### src/rtl/pipe_stage_buffer.sv
// Elastic FIFO stage latch between processor pipeline stages.
// Carries an opaque payload with a valid/ready handshake on both sides.
// A synchronous flush squashes everything in flight. A sticky overrun
// flag records any push attempt made while the buffer was full.
// Every output depends only on registered state and storage, so no
// combinational path crosses from one side of the buffer to the other.
module pipe_stage_buffer #(
  parameter int unsigned         DATA_W    = 16,
  parameter int unsigned         DEPTH     = 2,
  parameter logic [DATA_W-1:0]   NOP_VALUE = 16'hF000
) (
  input  logic                             clock,
  input  logic                             reset,
  input  logic                             flush,
  input  logic                             in_valid,
  output logic                             in_ready,
  input  logic [DATA_W-1:0]                in_data,
  output logic                             out_valid,
  input  logic                             out_ready,
  output logic [DATA_W-1:0]                out_data,
  output logic [$clog2(DEPTH+1)-1:0]       count,
  output logic                             overrun
);

  localparam int unsigned CNT_W = $clog2(DEPTH + 1);
  // A single-entry buffer still needs a one-bit pointer so the vectors stay legal.
  localparam int unsigned PTR_W = (DEPTH > 1) ? $clog2(DEPTH) : 1;
  localparam logic [PTR_W-1:0] LAST_PTR = PTR_W'(DEPTH - 1);
  localparam logic [CNT_W-1:0] FULL_CNT = CNT_W'(DEPTH);

  logic [DATA_W-1:0] mem [DEPTH];
  logic [PTR_W-1:0]  head;
  logic [PTR_W-1:0]  tail;
  logic [CNT_W-1:0]  count_q;
  logic              overrun_q;

  logic              push;
  logic              pop;
  logic [PTR_W-1:0]  head_next;
  logic [PTR_W-1:0]  tail_next;

  // Pointers wrap by explicit compare, because DEPTH need not be a power of two.
  function automatic logic [PTR_W-1:0] advance(input logic [PTR_W-1:0] ptr);
    logic [PTR_W-1:0] result;
    if (ptr == LAST_PTR) begin
      result = '0;
    end else begin
      result = ptr + PTR_W'(1);
    end
    return result;
  endfunction

  // The handshake is decided from registered occupancy only.
  // A full buffer therefore refuses a push even when a pop happens in the same cycle.
  always_comb begin
    in_ready  = (count_q < FULL_CNT);
    out_valid = (count_q != '0);
    push      = in_valid && in_ready;
    pop       = out_valid && out_ready;
    head_next = advance(head);
    tail_next = advance(tail);
  end

  // The head entry is presented directly; an empty buffer shows the NOP word instead.
  always_comb begin
    out_data = NOP_VALUE;
    if (count_q != '0) begin
      out_data = mem[head];
    end
  end

  assign count   = count_q;
  assign overrun = overrun_q;

  // Payload storage is not reset; a squashed push is never written.
  always_ff @(posedge clock) begin
    if (push && !flush) begin
      mem[tail] <= in_data;
    end
  end

  // Pointers and occupancy update here. Flush outranks any push or pop in the same cycle.
  always_ff @(posedge clock or negedge reset) begin
    if (!reset) begin
      head    <= '0;
      tail    <= '0;
      count_q <= '0;
    end else if (flush) begin
      head    <= '0;
      tail    <= '0;
      count_q <= '0;
    end else begin
      if (push) begin
        tail <= tail_next;
      end
      if (pop) begin
        head <= head_next;
      end
      if (push && !pop) begin
        count_q <= count_q + CNT_W'(1);
      end else if (pop && !push) begin
        count_q <= count_q - CNT_W'(1);
      end
    end
  end

  // Overrun is sticky across flushes and clears only on reset.
  always_ff @(posedge clock or negedge reset) begin
    if (!reset) begin
      overrun_q <= 1'b0;
    end else if (in_valid && !in_ready) begin
      overrun_q <= 1'b1;
    end
  end

endmodule

### config.mk
export PLATFORM = sky130hd
export DESIGN_NAME = pipe_stage_buffer
export DESIGN_NICKNAME = d
export VERILOG_FILES = /design/src/rtl/pipe_stage_buffer.sv
export SDC_FILE = /design/constraint.sdc
export NUM_CORES = 1
export LEC_CHECK = 0
export CAP_MARGIN = 15
export CORE_UTILIZATION = 50
export CTS_CLUSTER_SIZE = 28
export DETAILED_ROUTE_END_ITERATION = 8
export GPL_ROUTABILITY_DRIVEN = 0
export PLACE_DENSITY = 0.92
export SLEW_MARGIN = 20
export SYNTH_ARGS = -nofsm -noshare
export SYNTH_HDL_FRONTEND = slang
export SYNTH_SLANG_ARGS = --single-unit
### constraint.sdc
create_clock -name clock -period 4.75 [get_ports clock]
set_input_delay 0.95 -clock clock [delete_from_list [all_inputs] [get_ports clock]]
set_output_delay 0.95 -clock clock [all_outputs]
set_load 0.005 [all_outputs]
==> impl_metrics.env, run 1 <==
export IMPL_status="finished, final reports clean"
export IMPL_critical_path_startpoint_type="flip-flop"
export IMPL_path_cells="nor2_1 > inv_1 > nand2_1 > clkdlybuf4s50_1"
export IMPL_track_usage=0.178
export IMPL_layout_min_cycle_time_ns=3.32
export IMPL_maxCapViolations=0
export IMPL_post_route_period_util=0.698
export IMPL_path_class="reg2out"
export IMPL_h_tree_depth=2
export IMPL_grt_pass1_wl_mm=3.94
export IMPL_rsz0062_at_grt="false"
export IMPL_area_growth_pct=34.6
export IMPL_numPortBuffers=41
export IMPL_vias=858
export IMPL_cp_end_kind="primary output"
export IMPL_rows=19
export IMPL_die_h_um=56.2
export IMPL_layout_drive_gt1_share=0.101
export IMPL_finalHoldViolCount=0
export IMPL_hp_class="reg2reg"
export IMPL_coreArea_mm2=0.00276
export IMPL_fillerInstances=175
export IMPL_die_x_um=56.2
export IMPL_start_util=0.532
export IMPL_ant_nets=0
export IMPL_setup_tns_ns=0
export IMPL_required_ns=3.80
export IMPL_relSlewSlack=0.420
export IMPL_power_density_mw_per_mm2=328
export IMPL_tightest_slew_ns=0.870
export IMPL_drtIter0Drc=27
export IMPL_layout_cells_non_filler=170
export IMPL_nNetsFinal=159
export IMPL_grt_ovfl_total=0
export IMPL_fmax_mhz=301
export IMPL_hpwlAfterDp_mm=1.79
export IMPL_cts_hold_buf=0
export IMPL_synth_seq_cells=37
export IMPL_p_total_uw=648
export IMPL_seq_area_frac_synth=0.740
export IMPL_cp_data_arrival_time_ns=2.37
export IMPL_postCtsSetupBuffers=0
export IMPL_clock_path_buffers=2
export IMPL_timing_final_ws_setup_ns=1.43
export IMPL_synth_top_area_share=0.655
export IMPL_syn_area_mm2=0.00147
export IMPL_yosysUniqueCellTypes=19
export IMPL_grt_pass1_vias=850
export IMPL_first_pass_iters=4
export IMPL_routed_via_density=5.05
export IMPL_drc=0
export IMPL_max_vdd_ir_drop_mv=0.318
export IMPL_ctsResizeCount=0
export IMPL_place_ws_ns=1.79
export IMPL_synth_area_leaders="edfxtp_1, mux2i_1, dfrtp_1, nor2_1, nand2_1"
export IMPL_syn_inst=93
export IMPL_clock_skew_ns=0.00407
export IMPL_wl_mm=2.49
export IMPL_syn_area_per_cell_um2=15.8
export IMPL_cp_slowest_cell="nor2_1"
export IMPL_syn_nets=114
export IMPL_ys_warn_count=0
export IMPL_clkTransAtPathRegs_ns=0.10
export IMPL_antenna_found_initial=0
export IMPL_clock_latency_ns=0.34
export IMPL_wl_per_cell_um=14.6
export IMPL_place_inst=162
export IMPL_path_max_fanout=13
export IMPL_grt_max_degree=18
export IMPL_slew_violations=0
export IMPL_io_pins=42
export IMPL_cts_tree="built"
export IMPL_n_antenna_cell=0
export IMPL_cts_sinks=37
export IMPL_cts_buffers=5
export IMPL_finalSetupViolCount=0
export IMPL_fp_dieArea_mm2=0.00316
export IMPL_slowest_delay_ns=0.69
export IMPL_synth_area_leader_cell="edfxtp_1"
export IMPL_root_buffer="clkbuf_4"
export IMPL_leakage_nw=0.687
==> cell usage in the layout, fill, tap and decap left out <==
master and instances:
clkdlybuf4s50_1 41, edfxtp_1 32, mux2i_1 17, nor2_1 15, nand2_1 5, clkbuf_4 5, dfrtp_1 5, inv_1 2
a21o_2 2, a21oi_1 2, o21ai_0 2, xor2_1 2, nand2b_4 1, nor3b_4 1, nor3_4 1, and2b_2 1
nor2b_1 1, or2b_2 1, clkinv_1 1, clkinv_2 1, clkbuf_8 1
==> power breakdown <==
part / total [mW] / internal (mW) / switching [mW] / leakage (nW)
combinational: 0.0983 / 0.0617 / 0.0365 / 0.294
sequential: 0.385 / 0.371 / 0.0137 / 0.357
clock: 0.165 / 0.0696 / 0.0953 / 0.0357
==> stage by stage <==
step	utilization	instance area (um2)	hold WS, ns
after global routing	0.716	1980	0.487
final	0.716	1980	0.468
after global placement	0.690	1900	0.447
after CTS	0.716	1980	0.472
after detailed placement	0.695	1920	0.449
after floorplan	-	1470	0.456
==> flip-flops by register name, indices dropped and copies added (netlist names) <==
register	count
mem	32
head	1
tail	1
count	2
overrun	1
==> area by class of cell <==
type	count	area [um2]	area share
clock buffer	6	51.3	0.0260
clock inverter	2	8.76	0.00443
inverter	2	7.51	0.00380
timing repair buffer	41	410	0.208
multi-input combinational	51	373	0.189
sequential	37	1090	0.550
tap	31	38.8	0.0196
==> cell families (layout without fill, tap and decap cells) <==
| group | after synthesis | count (layout) | synth area share |
|---|---|---|---|
| xor gates and xnor gates | 2 | 2 | 0.0119 |
| DFF | 37 | 37 | 0.740 |
| and+or+nand+nor | 26 | 26 | 0.0853 |
| muxes | 17 | 17 | 0.116 |
| AOI/OAI and AO/OA | 6 | 6 | 0.0256 |
| buffers and inverters | 5 | 51 | 0.0213 |
==> metal layers <==
layer,vias to the layer above,share of wire,global-route usage
met5,-,0,0
met4,0,0.029,0.105
met3,8,0.054,0.0674
met2,32,0.54,0.301
met1,393,0.37,0.189
li1,425,-,-
==> worst paths after layout <==
check | startpoint | end | slack, ns | cells after the start
setup reg to reg | count[1]$_DFFE_PN0P_ | mem[1][2]$_DFFE_PP_ | 2.99 | 2
setup / recovery | count[1]$_DFFE_PN0P_ | out_data[12] | 1.43 | 4
hold reg to reg | overrun$_DFFE_PN0P_ | overrun$_DFFE_PN0P_ | 0.47 | 1
max in group asynchronous | reset | overrun$_DFFE_PN0P_ | 3.71 | 1
min in group asynchronous | reset | tail$_DFFE_PN0P_ | 0.83 | 1
hold / removal | overrun$_DFFE_PN0P_ | overrun$_DFFE_PN0P_ | 0.47 | 1
==> critical path, delay by kind of cell, from the launching register on <==
family                 cells  cell delay (ns)
DFF                        1             0.49
and+or+nand+nor            2             0.81
buffers and inverters      2             0.73
==> synth_stat cells, drive strengths merged <==
cell type / count
or2b: 1
a21oi: 2
mux2i: 17
xor2: 2
nor3: 1
nand2b: 1
nor2b: 1
inv: 2
and2b: 1
dfrtp: 5
nand2: 5
nor2: 15
o21ai: 2
buf: 3
nor3b: 1
a21o: 2
edfxtp: 32
No activity file was read; power rests on OpenSTA's default activity.
==> inputs of run 2 (changes only) <==
CORE_UTILIZATION = 42   (was 50)
PLACE_DENSITY = 0.84   (was 0.92)
clock period = 2.9 ns   (was 4.75 ns; I/O delays follow)
==> run 2 against run 1 <==
  * Non-clock buffer count increased by 4
  * Worst setup slack lost 0.91 ns
  * Clock power up 55%
  * Clock skew increased by 0.0052 ns
  * Largest cell class unchanged
  * Highest routed layer unchanged
==> impl_metrics.env, run 2 (same netlist as run 1, synthesis figures left out) <==
export IMPL_antenna_found_initial=0
export IMPL_clock_skew_ns=0.00931
export IMPL_slew_violations=0
export IMPL_post_route_period_util=0.820
export IMPL_rsz0062_at_grt="false"
export IMPL_ctsResizeCount=0
export IMPL_final_cell_mix="clkdlybuf4s50_1, edfxtp_1, mux2i_1, nor2_1"
export IMPL_drc=0
export IMPL_cts_hold_buf=0
export IMPL_max_vdd_ir_drop_mv=0.418
export IMPL_cp_data_arrival_time_ns=1.80
export IMPL_fin_area_mm2=0.00201
export IMPL_start_util=0.440
export IMPL_leakage_nw=0.699
export IMPL_whs_ns=0.466
export IMPL_status="finished, final reports clean"
export IMPL_layout_commonest_cell="clkdlybuf4s50_1"
export IMPL_path_buf_inv=3
export IMPL_hpwlAfterDp_mm=1.84
export IMPL_fmax_mhz=420
export IMPL_cts_buffers=5
export IMPL_grt_pass1_vias=879
export IMPL_layout_min_cycle_time_ns=2.38
export IMPL_ant_nets=0
export IMPL_place_inst=181
export IMPL_drtIter0Drc=39
export IMPL_coreArea_mm2=0.00334
export IMPL_path_cells="nor2_1 > buf_4 > inv_1 > nand2_1 > clkdlybuf4s50_1"
export IMPL_h_tree_depth=2
export IMPL_numPortBuffers=41
export IMPL_clkTransAtPathRegs_ns=0.10
export IMPL_power_density_mw_per_mm2=523
export IMPL_grt_pass1_wl_mm=3.77
export IMPL_slowest_delay_ns=0.50
export IMPL_path_max_fanout=13
export IMPL_relSlewSlack=0.805
export IMPL_root_buffer="clkbuf_4"
export IMPL_tightest_slew_ns=0.293
export IMPL_required_ns=2.32
export IMPL_rows=21
export IMPL_vias=894
export IMPL_fillerInstances=276
export IMPL_finalHoldViolCount=0
export IMPL_critical_path_startpoint_type="flip-flop"
export IMPL_routed_via_density=4.73
export IMPL_cts_tree="built"
export IMPL_cpLargestDelayFamily="buffers and inverters"
export IMPL_cts_sinks=37
export IMPL_die_h_um=61.1
export IMPL_p_total_mw=1.05
export IMPL_path_class="reg2out"
export IMPL_die_x_um=61.1
export IMPL_cp_end_kind="primary output"
export IMPL_placed_area_mm2=0.00195
export IMPL_hp_class="in2async"
export IMPL_fp_dieArea_mm2=0.00374
export IMPL_layout_cells_non_filler=189
export IMPL_wl_per_cell_um=13.9
export IMPL_setup_tns_ns=0
export IMPL_track_usage=0.148
export IMPL_layout_drive_gt1_share=0.126
export IMPL_area_growth_pct=36.7
export IMPL_maxCapViolations=0
export IMPL_clock_path_buffers=2
export IMPL_regMostFlops="mem"
export IMPL_wl_mm=2.62
export IMPL_nNetsFinal=163
export IMPL_io_pins=42
export IMPL_grt_max_degree=18
export IMPL_postCtsSetupBuffers=0
export IMPL_grt_ovfl_total=0
export IMPL_n_antenna_cell=0
export IMPL_first_pass_iters=4
export IMPL_finalSetupViolCount=0
export IMPL_largest_reg_flops=32
export IMPL_clock_latency_ns=0.33
export IMPL_cp_slowest_cell="clkdlybuf4s50_1"
==> run 2: area by class of cell <==
class	instances	area, um2	share of cell area
clock buffers	5	37.5	0.0187
inverters	2	7.51	0.00374
flip-flops and latches	37	1090	0.541
well taps	46	57.6	0.0287
clock inverters	3	17.5	0.00873
multi-input cells	51	360	0.180
repair buffers	45	440	0.219
==> run 2: layer usage <==
layer,vias to the layer above,share of wire,global-route usage
met5,-,0,0
met4,0,0.0088,0.0779
met3,2,0.049,0.0483
met2,25,0.56,0.280
met1,431,0.38,0.142
li1,436,-,-
==> run 2: power by group <==
group | total (mW) | internal [mW] | switching, mW
registers | 0.620 | 0.608 | 0.0118
logic | 0.174 | 0.105 | 0.0699
clock network | 0.256 | 0.0918 | 0.164
==> run 2: path summary, 6_finish.rpt <==
check,end,from,slack [ns],depth (start not counted)
setup reg to reg,mem[1][11]$_DFFE_PP_,count[1]$_DFFE_PN0P_,1.45,3
max in group asynchronous,tail$_DFFE_PN0P_,reset,2.24,1
hold / removal,count[1]$_DFFE_PN0P_,reset,0.47,1
min in group clock,overrun$_DFFE_PN0P_,overrun$_DFFE_PN0P_,0.48,1
setup / recovery,out_data[13],count[1]$_DFFE_PN0P_,0.52,5
hold reg to reg,overrun$_DFFE_PN0P_,overrun$_DFFE_PN0P_,0.48,1
==> run 2: through the flow <==
step / utilization / worst slack, ns
floorplan: - / 0.577
global placement: 0.585 / 0.932
detailed placement: 0.585 / 0.873
CTS: 0.601 / 0.492
global route: 0.601 / 0.381
finish: 0.601 / 0.521
